==> config.mk <==
export PLATFORM = sky130hd
export DESIGN_NAME = pipelined_modular_subtractor
export DESIGN_NICKNAME = d
export VERILOG_FILES = /design/src/rtl/modular_arith_pkg.sv /design/src/rtl/carry_save_adder.sv /design/src/rtl/pipelined_modular_subtractor_core.sv /design/src/rtl/ripple_carry_adder.sv /design/src/rtl/pipelined_modular_subtractor.sv
export SDC_FILE = /design/constraint.sdc
export NUM_CORES = 1
export LEC_CHECK = 0
export ABC_AREA = 1
export CELL_PAD_IN_SITES_DETAIL_PLACEMENT = 0
export CELL_PAD_IN_SITES_GLOBAL_PLACEMENT = 1
export CORE_UTILIZATION = 35
export CTS_CLUSTER_SIZE = 20
export DETAILED_ROUTE_END_ITERATION = 8
export HOLD_SLACK_MARGIN = 0.02
export PLACE_DENSITY_LB_ADDON = 0.25
export SETUP_SLACK_MARGIN = 0.1
export SLEW_MARGIN = 20
export SYNTH_ARGS = -nofsm -noshare
export SYNTH_HDL_FRONTEND = slang
export SYNTH_SLANG_ARGS = --single-unit
==> constraint.sdc <==
create_clock -name clk -period 3.05 [get_ports clk]
set_clock_uncertainty 0.2 [all_clocks]
set_input_delay 0.4575 -clock clk [delete_from_list [all_inputs] [get_ports clk]]
set_output_delay 0.4575 -clock clk [all_outputs]
set_load 0.03 [all_outputs]
==> src/rtl/modular_arith_pkg.sv <==
// Shared helpers for the modular-arithmetic datapath: parameter legality,
// modulus extension and two's-complement negation.
package modular_arith_pkg;

  localparam int unsigned MAX_WIDTH = 32;
  localparam int          DEF_WIDTH = 8;
  localparam int          DEF_M     = 127;

  typedef logic [MAX_WIDTH:0] ext_t;

  // Operands must fit in WIDTH-1 bits of magnitude so a - b + M never overflows WIDTH.
  function automatic bit params_legal(int width, int m);
    longint lim;
    if (width < 2 || width > int'(MAX_WIDTH)) return 1'b0;
    lim = longint'(1) << (width - 1);
    return (m > 0) && (longint'(m) <= lim);
  endfunction

  function automatic ext_t m_ext(int m);
    return ext_t'(m);
  endfunction

  function automatic ext_t neg2c(ext_t x);
    return ~x + ext_t'(1);
  endfunction

endpackage

==> src/rtl/carry_save_adder.sv <==
// Three-operand carry-save reduction; carry_o is already shifted one place left.
module carry_save_adder #(
  parameter int WIDTH = 8
) (
  input  logic [WIDTH-1:0] x_i,
  input  logic [WIDTH-1:0] y_i,
  input  logic [WIDTH-1:0] z_i,
  output logic [WIDTH-1:0] sum_o,
  output logic [WIDTH-1:0] carry_o
);

  always_comb begin
    sum_o   = x_i ^ y_i ^ z_i;
    carry_o = '0;
    for (int unsigned i = 1; i < WIDTH; i++) begin
      carry_o[i] = (x_i[i-1] & y_i[i-1]) | (x_i[i-1] & z_i[i-1]) | (y_i[i-1] & z_i[i-1]);
    end
  end

endmodule

==> src/rtl/pipelined_modular_subtractor_core.sv <==
// modular_sub_core: combinational generation of a - b, a - b + M and the borrow.
module modular_sub_core
  import modular_arith_pkg::*;
#(
  parameter int WIDTH = DEF_WIDTH,
  parameter int M     = DEF_M
) (
  input  logic [WIDTH-1:0] a_i,
  input  logic [WIDTH-1:0] b_i,
  output logic [WIDTH-1:0] d0_o,
  output logic [WIDTH-1:0] d1_o,
  output logic             borrow_o
);

  localparam logic [WIDTH:0]   M_EXT = (WIDTH+1)'(m_ext(M));
  localparam logic [WIDTH-1:0] M_LOW = M_EXT[WIDTH-1:0];

  logic [WIDTH:0]   diff_full;
  logic [WIDTH-1:0] b_inv;
  logic [WIDTH-1:0] csa_sum;
  logic [WIDTH-1:0] csa_carry;

  assign b_inv     = ~b_i;
  assign diff_full = {1'b0, a_i} + {1'b1, b_inv} + (WIDTH+1)'(1);
  assign d0_o      = diff_full[WIDTH-1:0];
  assign borrow_o  = diff_full[WIDTH];

  // Only the low WIDTH bits of a - b + M are ever selected, so that path stays WIDTH wide.
  carry_save_adder #(.WIDTH(WIDTH)) u_csa (
    .x_i     (a_i),
    .y_i     (b_inv),
    .z_i     (M_LOW),
    .sum_o   (csa_sum),
    .carry_o (csa_carry)
  );

  ripple_carry_adder #(.WIDTH(WIDTH)) u_rca (
    .a_i   (csa_sum),
    .b_i   (csa_carry),
    .cin_i (1'b1),
    .sum_o (d1_o)
  );

endmodule

==> src/rtl/ripple_carry_adder.sv <==
// Plain ripple-carry adder, result truncated to WIDTH bits.
module ripple_carry_adder #(
  parameter int WIDTH = 8
) (
  input  logic [WIDTH-1:0] a_i,
  input  logic [WIDTH-1:0] b_i,
  input  logic             cin_i,
  output logic [WIDTH-1:0] sum_o
);

  always_comb begin
    logic c;
    sum_o = '0;
    c     = cin_i;
    for (int unsigned i = 0; i < WIDTH; i++) begin
      sum_o[i] = a_i[i] ^ b_i[i] ^ c;
      c        = (a_i[i] & b_i[i]) | (c & (a_i[i] ^ b_i[i]));
    end
  end

endmodule

==> src/rtl/pipelined_modular_subtractor.sv <==
// Two-stage (a - b) mod M with valid/ready on both sides.
// Optional operand range flag: define MODSUB_RANGE_CHECK_EN.
module pipelined_modular_subtractor
  import modular_arith_pkg::*;
#(
  parameter int WIDTH = 8,
  parameter int M     = 127
) (
  input  logic             clk,
  input  logic             rst,
  input  logic             in_valid,
  output logic             in_ready,
  input  logic [WIDTH-1:0] a,
  input  logic [WIDTH-1:0] b,
  output logic             out_valid,
  input  logic             out_ready,
  output logic [WIDTH-1:0] out_diff,
  output logic             out_err
);

  if (!params_legal(WIDTH, M)) begin : g_bad_params
    $error("pipelined_modular_subtractor: illegal WIDTH/M combination");
  end

  logic             s1_valid_q;
  logic [WIDTH-1:0] s1_d0_q;
  logic [WIDTH-1:0] s1_d1_q;
  logic             s1_borrow_q;
  logic             out_valid_q;
  logic [WIDTH-1:0] out_diff_q;
  logic [WIDTH-1:0] out_diff_d;

  logic [WIDTH-1:0] core_d0;
  logic [WIDTH-1:0] core_d1;
  logic             core_borrow;
  logic             s1_en;
  logic             s2_en;

  modular_sub_core #(.WIDTH(WIDTH), .M(M)) u_core (
    .a_i      (a),
    .b_i      (b),
    .d0_o     (core_d0),
    .d1_o     (core_d1),
    .borrow_o (core_borrow)
  );

  assign s2_en      = !out_valid_q || out_ready;
  assign s1_en      = !s1_valid_q || s2_en;
  assign in_ready   = s1_en;
  assign out_diff_d = s1_borrow_q ? s1_d1_q : s1_d0_q;

`ifdef MODSUB_RANGE_CHECK_EN
  logic s1_err_q;
  logic out_err_q;
  logic in_err;
  assign in_err  = (a >= WIDTH'(M)) || (b >= WIDTH'(M));
  assign out_err = out_err_q;
`else
  assign out_err = 1'b0;
`endif

  always_ff @(posedge clk or posedge rst) begin
    if (rst) begin
      s1_valid_q  <= 1'b0;
      s1_d0_q     <= '0;
      s1_d1_q     <= '0;
      s1_borrow_q <= 1'b0;
      out_valid_q <= 1'b0;
      out_diff_q  <= '0;
`ifdef MODSUB_RANGE_CHECK_EN
      s1_err_q    <= 1'b0;
      out_err_q   <= 1'b0;
`endif
    end else begin
      if (s1_en) begin
        s1_valid_q <= in_valid;
        if (in_valid) begin
          s1_d0_q     <= core_d0;
          s1_d1_q     <= core_d1;
          s1_borrow_q <= core_borrow;
`ifdef MODSUB_RANGE_CHECK_EN
          s1_err_q    <= in_err;
`endif
        end
      end
      if (s2_en) begin
        out_valid_q <= s1_valid_q;
        if (s1_valid_q) begin
          out_diff_q <= out_diff_d;
`ifdef MODSUB_RANGE_CHECK_EN
          out_err_q  <= s1_err_q;
`endif
        end
      end
    end
  end

  assign out_valid = out_valid_q;
  assign out_diff  = out_diff_q;

endmodule

# ---- After elaboration in Yosys (flattened, before gate mapping)
# Cells that the tools add are included.
dict set report totals {
  reg_bits 27
  latch_bits 0
  mem_bits_rw 0
  romBits 0
  input_bits 20
  output_inout_bits 11
  memories 0
}
dict set report op_classes {
  add_sub_neg 2
  n_mul 0
  div 0
  magnitude_cmp 0
  eq_ne 0
  n_shift 0
  muxes 1
  bitwise 57
  n_reduce_logical 6
}
# op count
set ops {}
lappend ops {{$or A1 B1 Y1} 20}
lappend ops {{$and A1 B1 Y1} 19}
lappend ops {{$xor A1 B1 Y1} 14}
lappend ops {{$add A8 B9 Y9} 1}
lappend ops {{$add A9 B1 Y9 const B} 1}
lappend ops {{$mux W8} 1}
lappend ops {{$not A8 Y8} 1}
lappend ops {{$xor A8 B8 Y8} 1}
lappend ops {{$not A7 Y7} 1}
lappend ops {{$reduce_and A2 Y1} 2}
lappend ops {{$logic_not A1 Y1} 2}
lappend ops {{$logic_or A1 B1 Y1} 2}
lappend ops {{$not A1 Y1} 1}

# ---- Depth between registers and ports, before layout
dict set report logic_depth {
  ltp_word 18
  depth_mapped 13
  mapped_depth_nobuf 13
}

# ---- Modules after synthesis
# Synthesis repeated with hierarchy kept, for this count alone.
dict set report hier_totals {
  hier_cells 257
  area_unflattened_um2 2052.0
}
# mod n_inst cells_each area_per_inst_um2
set by_module_without_submodules {}
lappend by_module_without_submodules {pipelined_modular_subtractor 1 144 1257.5}
lappend by_module_without_submodules {modular_sub_core 1 74 411.6}
lappend by_module_without_submodules {ripple_carry_adder 1 21 196.4}
lappend by_module_without_submodules {carry_save_adder 1 18 186.4}

# ---- Least setup slack after synthesis
# OpenSTA, ideal clock, no wires.
dict set report synth_timing {
  path_kind {in2reg}
  start {input a[0]}
  end {register s1_d1_q[7]}
  setup_ns 0.083
  arrival_ns 3.218
  slack_ns -0.450
  path_stages 13
  path_buffers 0
  cell_sequence {inv_1 ha_1 fa_1 ha_1 o21bai_1 fa_1 fa_1 inv_1 fa_1 fa_1 fa_1 xor2_1 o21ai_0}
}
dict set report synth_between {
  elab_chain_cells 17
  word_cells_on_any_way 20
  cone_classes {bitwise: 20}
}
# item line
set synth_rtl {}
lappend synth_rtl {{start: declaration} pipelined_modular_subtractor.sv:13} ;# input logic [WIDTH-1:0] a,
lappend synth_rtl {{$and A1 B1 Y1} carry_save_adder.sv:16} ;# carry_o[i] = (x_i[i-1] & y_i[i-1]) | (x_i[i-1] & z_i[i-1]) | (y_i[i-1] & z_i[i-1]);
lappend synth_rtl {{$or A1 B1 Y1 (2 in a row)} carry_save_adder.sv:16}
lappend synth_rtl {{$xor A1 B1 Y1} ripple_carry_adder.sv:17} ;# c = (a_i[i] & b_i[i]) | (c & (a_i[i] ^ b_i[i]));
lappend synth_rtl {{$and A1 B1 Y1} ripple_carry_adder.sv:17}
lappend synth_rtl {{$or A1 B1 Y1 (*)} ripple_carry_adder.sv:17}
lappend synth_rtl {{$and A1 B1 Y1 (*)} ripple_carry_adder.sv:17}
lappend synth_rtl {{$or A1 B1 Y1 (*)} ripple_carry_adder.sv:17}
lappend synth_rtl {{$and A1 B1 Y1 (*)} ripple_carry_adder.sv:17}
lappend synth_rtl {{$or A1 B1 Y1 (*)} ripple_carry_adder.sv:17}
lappend synth_rtl {{$and A1 B1 Y1 (*)} ripple_carry_adder.sv:17}
lappend synth_rtl {{$or A1 B1 Y1 (*)} ripple_carry_adder.sv:17}
lappend synth_rtl {{$and A1 B1 Y1 (*)} ripple_carry_adder.sv:17}
lappend synth_rtl {{$or A1 B1 Y1 (*)} ripple_carry_adder.sv:17}
lappend synth_rtl {{$and A1 B1 Y1 (*)} ripple_carry_adder.sv:17}
lappend synth_rtl {{$or A1 B1 Y1 (*)} ripple_carry_adder.sv:17}
lappend synth_rtl {{$xor A1 B1 Y1 (*)} ripple_carry_adder.sv:16} ;# sum_o[i] = a_i[i] ^ b_i[i] ^ c;
lappend synth_rtl {{end signal: assignment} pipelined_modular_subtractor.sv:79} ;# s1_d1_q <= core_d1;
lappend synth_rtl {{end: declaration} pipelined_modular_subtractor.sv:27} ;# logic [WIDTH-1:0] s1_d1_q;
# Mark *: on every way between the ends. The rest lies on a longest branch, timed or not.
# A chain may end at the register's enable or synchronous reset.

# ---- Worst setup path in the final report
dict set report layout_timing {
  start {input a[0]}
  end {register s1_d1_q[6]}
}
dict set report layout_between {
  elab_chain_cells 15
  word_cells_on_any_way 18
  cone_classes {bitwise: 18}
}
# item line
set layout_rtl {}
lappend layout_rtl {{$and A1 B1 Y1} carry_save_adder.sv:16}
lappend layout_rtl {{$or A1 B1 Y1 (2 in a row)} carry_save_adder.sv:16}
lappend layout_rtl {{$xor A1 B1 Y1} ripple_carry_adder.sv:17}
lappend layout_rtl {{$and A1 B1 Y1} ripple_carry_adder.sv:17}
lappend layout_rtl {{$or A1 B1 Y1 (*)} ripple_carry_adder.sv:17}
lappend layout_rtl {{$and A1 B1 Y1 (*)} ripple_carry_adder.sv:17}
lappend layout_rtl {{$or A1 B1 Y1 (*)} ripple_carry_adder.sv:17}
lappend layout_rtl {{$and A1 B1 Y1 (*)} ripple_carry_adder.sv:17}
lappend layout_rtl {{$or A1 B1 Y1 (*)} ripple_carry_adder.sv:17}
lappend layout_rtl {{$and A1 B1 Y1 (*)} ripple_carry_adder.sv:17}
lappend layout_rtl {{$or A1 B1 Y1 (*)} ripple_carry_adder.sv:17}
lappend layout_rtl {{$and A1 B1 Y1 (*)} ripple_carry_adder.sv:17}
lappend layout_rtl {{$or A1 B1 Y1 (*)} ripple_carry_adder.sv:17}
lappend layout_rtl {{$xor A1 B1 Y1 (*)} ripple_carry_adder.sv:16}
# Marks and branches as above.

==> run metrics <==
flops & latches, synth=27; DRT antenna net count=0; fin crit period=3220 ps; Routed WL=3110 µm; IO Count=31; Post-Route Utilization=47.3%; cts-stage hold buffer count=0; Crit path buffers/inverters=3; register area share after synthesis=38.7%; # clock sinks=27; CTS tree=yes; Critical Path Source Type=input port; clock slew at reported path FFs=90 ps; Final Cycle Share=106%; top cells by count, synth=nand2_1, inv_1, dfrtp_1, ha_1, nor2_1; Gate power share=40.7%; Critical Path AT=3170 ps; Synth top area share=38.7%; largest net degree at the start of global routing=28; final setup violation count=2; syn_area_per_cell=8.09 µm²; DR pass1 iterations=4; sequential share of power=42.8%; DRC Markers=0; die width=72.7 µm; YS warnings=0; maximum vdd drop=0.000248 V; fraction of registers with async set/reset=100%; fill cell count=483; Area growth, synth to finish=28.6%; Cells after Synth=216; vias in the first global route=1298; final hold vios=0; cell taking the most area after synthesis=dfrtp_1; final worst setup slack=-170 ps; RePlAce Congestion=0.753; initial DRC count=36; clock network power share=16.5%; Area contributors post-synth=dfrtp_1, nand2_1, ha_1; GR Util All Layers=13.5%; Pwr Density=530 nW/µm²; MaxCap Viol Count=0; critical path's most frequent cell=fa_2; Starting Density=36.8%; failing checks=setup timing; WL/cell=9.67 µm; Int Pwr=760 µW; antenna violations before repair=0; Top FF cell, synth=dfrtp_1; clock tree buffer depth=2; GRT overflow=0; CP max stage delay=520 ps; critical path's top delay family=adder cells; most frequent cell after synthesis=nand2_1; Leak Pwr=0.00114 µW; Root Driver=clkbuf_8; syn nets=257; switching share of power=36.2%; Synth cell types=26; Tot Pwr=1190 µW; cells along the critical path=buf_8, inv_8, ha_4, fa_1, ha_2, o21bai_4, fa_2, fa_2, inv_2, fa_2, fa_2, fa_2, o21ai_1; Worst Path Class, Setup=input port to flip-flop; RSZ-0062 raised after global routing=yes; outcome=complete, but fails checks; die height=72.7 µm; Via density=4.19; Post-synth EDFFs=0; share of layout cells above drive strength 1=12.5%; total CTS buffers=3; clk_lat worst skew=260 ps; vias=1349; Slowest-stage cell, CP=fa_2; Synth Cell Area=1750 µm²; Ant. Diodes=0; Hold Crit Class=flip-flop to flip-flop; Core Area=4750 µm²; Net count, final=297; full die area=5280 µm²; Sw Pwr=432 µW; Req. time, crit path=3000 ps; count of input and output buffers=29; H-tree levels=1; global-route wire length before repair=5630 µm; Worst Setup End Kind=flip-flop; Slew Viols, Final=0; Rows=25; Fmax=311 MHz; dpl hpwl=2480 µm; Crit Path Max Fanout=2
==> layout make-up <==
cell class / instances / area (µm²) / share of cell area [%]
timing repair buffer: 40 / 374 / 16.6
multi-input combinational: 147 / 922 / 41.0
inverter: 37 / 146 / 6.51
tap: 67 / 83.8 / 3.73
clock buffer: 4 / 45.0 / 2.00
sequential: 27 / 676 / 30.1
==> state kept, by name, summed over array words and instances, names as in the netlist <==
signal       flops
s1_valid_q       1
out_diff         8
s1_d1_q          8
out_valid        1
s1_borrow_q      1
s1_d0_q          8
==> worst paths after layout <==
kind | startpoint | end | slack [ps] | cells after the start
hold / removal | s1_d1_q[2]$_DFFE_PP0P_ | s1_d1_q[2]$_DFFE_PP0P_ | 290 | 2
setup / recovery | a[0] | s1_d1_q[6]$_DFFE_PP0P_ | -170 | 13
min in group asynchronous | rst | out_diff[2]$_DFFE_PP0P_ | 340 | 3
setup reg to reg | out_valid$_DFFE_PP0P_ | s1_d0_q[6]$_DFFE_PP0P_ | 1520 | 5
max in group asynchronous | rst | s1_valid_q$_DFFE_PP0N_ | 2070 | 3
hold reg to reg | s1_d1_q[2]$_DFFE_PP0P_ | s1_d1_q[2]$_DFFE_PP0P_ | 290 | 2
==> power groups by stage <==
stage	sequential (µW)	combinational, µW	clock [µW]
2_1_floorplan	589	247	0
3_3_place_gp	515	485	0
3_5_place_dp	519	488	0
4_1_cts	511	492	203
5_1_grt	526	552	216
6_report	510	485	196
==> cell families after synthesis <==
logic type | Yosys count | synth area share, %
simple gates | 96 | 22.3
buf+inv | 42 | 10.8
flops | 27 | 38.7
compound gates | 26 | 8.95
fa+ha+maj | 21 | 17.6
xor+xnor | 3 | 1.50
other cells | 1 | 0.215
==> stage by stage <==
stage / TNS (ps) / instance area, µm² / cells / setup WS (ps) / hold WS, ps
2_1_floorplan: -708 / 1790 / 216 / -314 / 249
3_5_place_dp: -3430 / 2190 / 317 / -967 / 267
3_3_place_gp: -3340 / 2190 / 317 / -959 / 263
6_report: -328 / 2250 / 322 / -170 / 288
4_1_cts: -696 / 2240 / 321 / -330 / 290
5_1_grt: -519 / 2250 / 322 / -248 / 312
==> per-layer routing <==
| metal | routed length (µm) | GRT usage [%] | share of wire, % |
|---|---|---|---|
| met2 | 1340 | 22.9 | 43 |
| met1 | 1700 | 18.3 | 55 |
| met5 | 0 | 0 | 0 |
| met3 | 46 | 0.829 | 1.5 |
| met4 | 27 | 4.58 | 0.87 |
==> worst reg2reg max path, stage by stage (launching register included) <==
cell and delay (ps):
dfrtp_1 450, nand3_2 150, nand2_4 260, inv_2 170, nand3_1 140, nand2_1 60
==> cell usage in the layout (no fill, tap or decap) <==
cell type	Yosys	final
nand3_2	1	1
clkdlybuf4s50_1	0	25
ha_4	0	1
o21a_1	1	1
inv_2	1	3
clkbuf_8	0	3
a31oi_1	8	8
clkdlybuf4s15_1	0	1
o21bai_4	0	1
clkinv_1	1	1
clkbuf_1	0	1
inv_1	35	32
dfrtp_1	27	27
nor2_1	12	12
xnor2_1	1	1
inv_8	0	1
ha_1	15	13
nand4_1	1	1
nand2_4	1	1
fa_2	0	5
a21oi_1	4	4
fa_1	6	1
buf_8	1	1
buf_6	2	1
o21ai_0	10	6
ha_2	0	1
buf_4	1	11
clkbuf_2	0	1
nand3_1	10	10
a21oi_4	1	1
nand2_1	71	71
xor2_1	2	2
o21ai_1	1	5
conb_1	1	1
==> repair_timing <==
item	4_1_cts	5_1_grt
endpoints found under the setup margin	5	4
pin swaps	10	9
buffers inserted	0	1
gates resized for setup	16	3
No activity file was read; power rests on OpenSTA's default activity.
